$ cat src/rtl/cla_pipe_adder.sv
// Two-stage pipelined carry-lookahead adder/subtractor built from GROUP-bit lookahead groups.
// Latency: result visible two clock edges after the beat is presented; 1 beat/cycle throughput.
// Backpressure: valid/ready; in_ready = !v1 | !v2 | out_ready, stalled stages hold data and valid.
`timescale 1ns/1ps
module cla_pipe_adder #(
    parameter int WIDTH = 16,
    parameter int GROUP = 4
) (
    input  logic             clk,
    input  logic             rst_n,
    input  logic             in_valid,
    output logic             in_ready,
    input  logic [WIDTH-1:0] a,
    input  logic [WIDTH-1:0] b,
    input  logic             cin,
    input  logic             sub,
    output logic             out_valid,
    input  logic             out_ready,
    output logic [WIDTH-1:0] sum,
    output logic             cout,
    output logic             ovf
);

    localparam int NG = WIDTH / GROUP;

    if ((WIDTH % GROUP) != 0 || WIDTH < 4) begin : g_param_check
        $error("cla_pipe_adder: WIDTH must be >= 4 and a multiple of GROUP");
    end

    // Flat sum-of-products carry out of bits lo..hi given the carry into bit lo.
    function automatic logic la_carry(input logic [WIDTH-1:0] g, input logic [WIDTH-1:0] p,
                                      input logic ci, input int lo, input int hi);
        logic c;
        logic t;
        c = ci;
        for (int j = lo; j <= hi; j++) c = c & p[j];
        for (int j = lo; j <= hi; j++) begin
            t = g[j];
            for (int m = j + 1; m <= hi; m++) t = t & p[m];
            c = c | t;
        end
        return c;
    endfunction

    // Same lookahead form applied across groups 0..hi.
    function automatic logic la_group(input logic [NG-1:0] g, input logic [NG-1:0] p,
                                      input logic ci, input int hi);
        logic c;
        logic t;
        c = ci;
        for (int j = 0; j <= hi; j++) c = c & p[j];
        for (int j = 0; j <= hi; j++) begin
            t = g[j];
            for (int m = j + 1; m <= hi; m++) t = t & p[m];
            c = c | t;
        end
        return c;
    endfunction

    // Handshake: each stage advances when it is empty or the stage after it advances.
    logic v1, v2, adv1, adv2;
    assign adv2     = !v2 | out_ready;
    assign adv1     = !v1 | adv2;
    assign in_ready = adv1;

    // Operand conditioning: subtract is a + ~b + ~cin.
    logic [WIDTH-1:0] beff, p_in, g_in;
    logic             ceff;
    logic [NG-1:0]    gg_in, gp_in;
    assign beff = b ^ {WIDTH{sub}};
    assign ceff = cin ^ sub;
    assign p_in = a ^ beff;
    assign g_in = a & beff;

    for (genvar k = 0; k < NG; k++) begin : g_grp
        assign gg_in[k] = la_carry(g_in, p_in, 1'b0, k * GROUP, k * GROUP + GROUP - 1);
        assign gp_in[k] = &p_in[k*GROUP +: GROUP];
    end

    // Stage 1 state. The MSB generate is not kept: it is rebuilt from the sign pair.
    logic [WIDTH-1:0] p1;
    logic [WIDTH-2:0] g1;
    logic [NG-1:0]    gg1, gp1;
    logic             c1, as1, bs1;

    // Stage 1: capture per-bit and per-group propagate/generate when the stage can advance.
    always_ff @(posedge clk or negedge rst_n) begin
        if (!rst_n) begin
            v1  <= 1'b0;
            p1  <= '0;
            g1  <= '0;
            gg1 <= '0;
            gp1 <= '0;
            c1  <= 1'b0;
            as1 <= 1'b0;
            bs1 <= 1'b0;
        end else if (adv1) begin
            v1  <= in_valid;
            p1  <= p_in;
            g1  <= g_in[WIDTH-2:0];
            gg1 <= gg_in;
            gp1 <= gp_in;
            c1  <= ceff;
            as1 <= a[WIDTH-1];
            bs1 <= beff[WIDTH-1];
        end
    end

    // Second-level lookahead: group carries, then bit carries inside each group.
    logic [NG:0]      gc;
    logic [WIDTH-1:0] bc;
    logic [WIDTH-1:0] g1_full;
    logic             msb_cout;
    assign g1_full = {1'b0, g1};
    assign gc[0]   = c1;

    for (genvar k = 0; k < NG; k++) begin : g_gc
        assign gc[k+1] = la_group(gg1, gp1, c1, k);
    end

    for (genvar i = 0; i < WIDTH; i++) begin : g_bc
        localparam int K    = i / GROUP;
        localparam int BASE = K * GROUP;
        if (i == BASE) begin : g_first
            assign bc[i] = gc[K];
        end else begin : g_rest
            assign bc[i] = la_carry(g1_full, p1, gc[K], BASE, i - 1);
        end
    end

    assign msb_cout = (as1 & bs1) | ((as1 ^ bs1) & bc[WIDTH-1]);

    // Stage 2: register the result; held while the consumer stalls.
    always_ff @(posedge clk or negedge rst_n) begin
        if (!rst_n) begin
            v2   <= 1'b0;
            sum  <= '0;
            cout <= 1'b0;
            ovf  <= 1'b0;
        end else if (adv2) begin
            v2   <= v1;
            sum  <= p1 ^ bc;
            cout <= gc[NG];
            ovf  <= bc[WIDTH-1] ^ msb_cout;
        end
    end

    assign out_valid = v2;

endmodule

$ cat config.mk
export PLATFORM = sky130hd
export DESIGN_NAME = cla_pipe_adder
export DESIGN_NICKNAME = d
export VERILOG_FILES = /design/src/rtl/cla_pipe_adder.sv
export SDC_FILE = /design/constraint.sdc
export NUM_CORES = 1
export LEC_CHECK = 0
export ABC_CLOCK_PERIOD_IN_PS = 4900
export CELL_PAD_IN_SITES_DETAIL_PLACEMENT = 2
export CELL_PAD_IN_SITES_GLOBAL_PLACEMENT = 2
export CORE_MARGIN = 2
export CORE_UTILIZATION = 34
export DETAILED_ROUTE_END_ITERATION = 8
export PLACE_DENSITY = 0.91
export SLEW_MARGIN = 20
export SYNTH_ARGS = -nofsm -noshare
export SYNTH_HDL_FRONTEND = slang
export SYNTH_SLANG_ARGS = --single-unit
$ cat constraint.sdc
create_clock -name clk -period 4.9 [get_ports clk]
set_clock_uncertainty 0.2 [all_clocks]
set_input_delay 0.98 -clock clk [delete_from_list [all_inputs] [get_ports clk]]
set_output_delay 0.98 -clock clk [all_outputs]
set_load 0.02 [all_outputs]
==> flow_results.org <==
** Outcome
- The run finished with clean final reports.

** Finish
- Filler instances :: between 900 and 1,000
- Final #Nets :: approximately 440
- From synthesis to final layout, the design area changed by 26.3%.
- The repair_antennas step left the layout with diodes totalling 0.
- Cells with a size suffix above 1 make up 5.00% of the layout.

** Timing
- Clock period minus worst slack :: approximately 3.8 ns
- RSZ-0062 raised after global routing :: false
- Minimum setup slack in the final design :: 1.08 ns
- Total of endpoints with negative setup slack in the final report :: 0
- Setup total negative slack on the finished layout was measured at 0 ns.
- The number of hold-slack violations in the final timing report is 0.
- The worst pin sits at a relative slew slack of between 20% and 30%.
- Final clock period utilization by the worst path :: about four fifths
- At the pin with the least slew margin, the transition time is between 1 and 1.5 ns.
- The max-slew violation total from the final report came to 0.
- Derived from the worst setup path, the maximum achievable clock frequency is about 0.26 GHz.

** CTS
- The H-tree was split into 3 levels.
- Count of hold buffers inserted by post-cts repair :: 0
- For the worst-skew pair, the clock arrives at the later sink with an insertion delay of around 0.34 ns.
- TritonCTS built the clock tree.
- The cell sitting at the root of the clock tree is a clkbuf_8.
- Register clock-pin slew on the reported worst setup and hold paths :: 0.07 ns
- Cells resized by post-CTS repair :: 0
- Inserted Clock Buffers :: 9
- Clock net sink count :: 59
- Number of setup buffers added after CTS :: 0
- Maximum count of clock buffers along a single path :: 2

** Logic synthesis
- Synthesis produced 320 cells.
- The synthesized netlist occupies a cell area of roughly 0.003 mm2.
- Count of synthesis-stage warnings from yosys :: 0
- After synthesis, the mean cell area works out to between 9 and 10 um2.
- For this run, asynchronously set or reset flops after synthesis account for 100%.
- Area fraction of the dominant cell type after synthesis :: between 40% and 50%
- The synthesized netlist contains 32 unique library cells.
- Number of enable flip-flop cells after synthesis :: 0
- Synthesized Nets :: between 300 and 400
- Part of the Yosys area used for sequential elements :: between 40 and 50%
- Most frequent cells after synthesis :: nand2_1, dfrtp_1, ha_1, xor2_1, a21oi_1
- nand2_1 is the most common cell in the netlist.
- In the post-synthesis netlist, the biggest area contributors are dfrtp_1, nand2_1, ha_1.
- Cell type contributing the most total cell area after synthesis :: dfrtp_1
- Number of flip-flops and latches in the synthesized netlist :: just under 60
- Most used flip-flop cell after synthesis :: dfrtp_1

** Pwr
- Max rail drop VDD :: 132 uV
- In this run the power spent charging and discharging nets is about 520 uW.
- The internal portion of the total power is 1.05 mW.
- Clock share of power :: around 29%
- Of the total power, registers draw between 40% and 50%.
- Summed over all cells, the static leakage comes to 1.81 nW.
- Overall power consumption after layout is estimated at 1.57 mW.
- Combinational logic burns 29.9% of the power.
- Switching power as a share of total power :: 33.2%
- Power spread over the standard cell area amounts to around 410 mW/mm2.

** Route
- After detailed routing, the number of vias per cell comes to 5.31.
- Total routed wirelength :: between 9000 and 10,000 um
- Iteration-0 DRC count of the detailed router :: roughly 140
- The detail route stage leaves a number of antenna-violating nets equal to 0.
- The first detailed-routing pass ran for 5 iterations.
- Vias :: around 2,600
- DRC violation count after routing :: 0
- Average wire per cell in the routed design :: around 19 um

** Floorplan
- From bottom edge to top edge, the die measures roughly 99 um.
- The total area inside the core boundary comes to 0.00872 mm2.
- The die is about 99 um wide.
- The die covers 0.00973 mm2.
- Top Ports :: 58
- The initial utilization of the core area, before any placement, comes to about a third.
- Number of cell rows :: 34

** Worst setup path
- At the worst endpoint, the required time is around 3.7 ns.
- Worst-path maximum fanout :: 40
- Crit start category :: input port
- The critical path in this run is classified as in -> out.
- Arrival time of data at the critical path endpoint :: between 2 and 3 ns
- Kind of end point of the critical path :: primary output

** GRT
- Total congestion overflow :: 0
- First-pass GRT wire length :: 15,700 um
- The number of antenna violations at the first check in global routing was 0.
- Entering global routing, the biggest net connects 41 pins.
- Number of global-route vias before repair :: roughly 3,000
- All-Layer GR Usage :: ~21%

** Worst hold path
- Path category of the worst min-delay check :: reg -> reg

** Placement
- Detailed placement ended at an HPWL of roughly 6400 um.
- GPL Wtd Cong :: 0.730
- Count of buffers inserted at the top-level ports :: 57
- Dpl ws :: 1.06 ns

** Run
- Max cap viols :: 0
-- path summary, 6_finish.rpt --
| check | startpoint | endpoint | slack (ns) | depth (start not counted) |
|---|---|---|---|---|
| setup reg to reg | c1 | sum[15] | 2.47 | 8 |
| hold reg to reg | v1 | out_valid | 0.27 | 1 |
| hold / removal | v1 | out_valid | 0.27 | 1 |
| setup / recovery | out_ready | in_ready | 1.08 | 4 |
| min in group asynchronous | rst_n | sum[7] | 0.48 | 1 |
| max in group asynchronous | rst_n | sum[2] | 3.14 | 2 |
-- critical path: stages --
cell	delay, ns
clkdlybuf4s50_1	0.46
and3b_1	0.31
clkinv_4	0.26
clkdlybuf4s50_1	0.63
-- placed cells by master, fill, tap and decap left out --
master	synthesis	final
nand3_1	2	2
clkbuf_1	0	2
buf_4	4	3
xnor2_1	1	1
nor3_1	8	8
a211o_1	4	4
a21oi_1	13	13
a211oi_1	1	1
nand2b_1	3	3
a21o_1	6	6
nand4_1	8	8
buf_2	6	1
bufinv_16	0	1
nor3b_1	1	1
inv_1	5	5
nor2_1	9	9
or3b_2	1	1
o21a_1	8	8
nor2b_1	1	1
o21ai_1	4	4
and2_1	1	1
nand2_1	104	104
clkbuf_8	0	11
o21ai_0	6	6
o31ai_1	9	9
o211a_1	3	3
a41oi_1	4	4
xor2_1	16	16
clkdlybuf4s50_1	0	56
clkinv_4	1	1
clkinv_2	0	1
ha_1	21	21
a31oi_1	1	1
o211ai_1	4	4
and3b_1	1	1
dfrtp_1	59	59
-- per-layer routing --
layer	vias to the layer above	global-route usage (%)	routed length (um)
met3	6	3.48	223
met4	0	5.37	93
met5	-	0	0
met1	1332	24.5	3860
li1	1210	-	-
met2	45	38.5	5100
-- power groups by stage --
stage,Sequential (mW),Clock (mW),Combinational (mW)
3_3_place_gp,0.650,0,0.438
5_1_grt,0.663,0.485,0.518
2_1_floorplan,0.695,0,0.212
6_report,0.650,0.453,0.470
4_1_cts,0.651,0.460,0.478
3_5_place_dp,0.658,0,0.466
-- kinds of logic after synthesis --
group | Yosys count | synth area share [%]
buf+inv | 21 | 4.73
xor+xnor | 17 | 4.89
simple gates | 139 | 19.1
compound gates | 63 | 14.2
flops | 59 | 48.5
fa+ha+maj | 21 | 8.63
-- flip-flops by register name (all words and copies together) (netlist names), 4 cells and up --
signal,cells
gg1,4
g1,12
gp1,4
sum,16
p1,16
-- final cells by class --
class	count	area, um2	area share [%]
clock buffers	13	159	4.13
clock inverters	2	35.0	0.911
inverters	6	27.5	0.716
multi-input cells	240	1420	37.0
flip-flops and latches	59	1480	38.4
well taps	108	135	3.51
repair buffers	60	588	15.3
-- through the flow --
stage / cells / utilization [%] / cell area, um2 / hold slack [ns]
2_1_floorplan: 320 / - / 3040 / 0.227
3_3_place_gp: 473 / 41.9 / 3650 / 0.246
3_5_place_dp: 473 / 41.9 / 3650 / 0.254
4_1_cts: 488 / 44.1 / 3840 / 0.271
5_1_grt: 488 / 44.1 / 3840 / 0.304
6_report: 488 / 44.1 / 3840 / 0.271
Power figures use the tool's default switching activity.
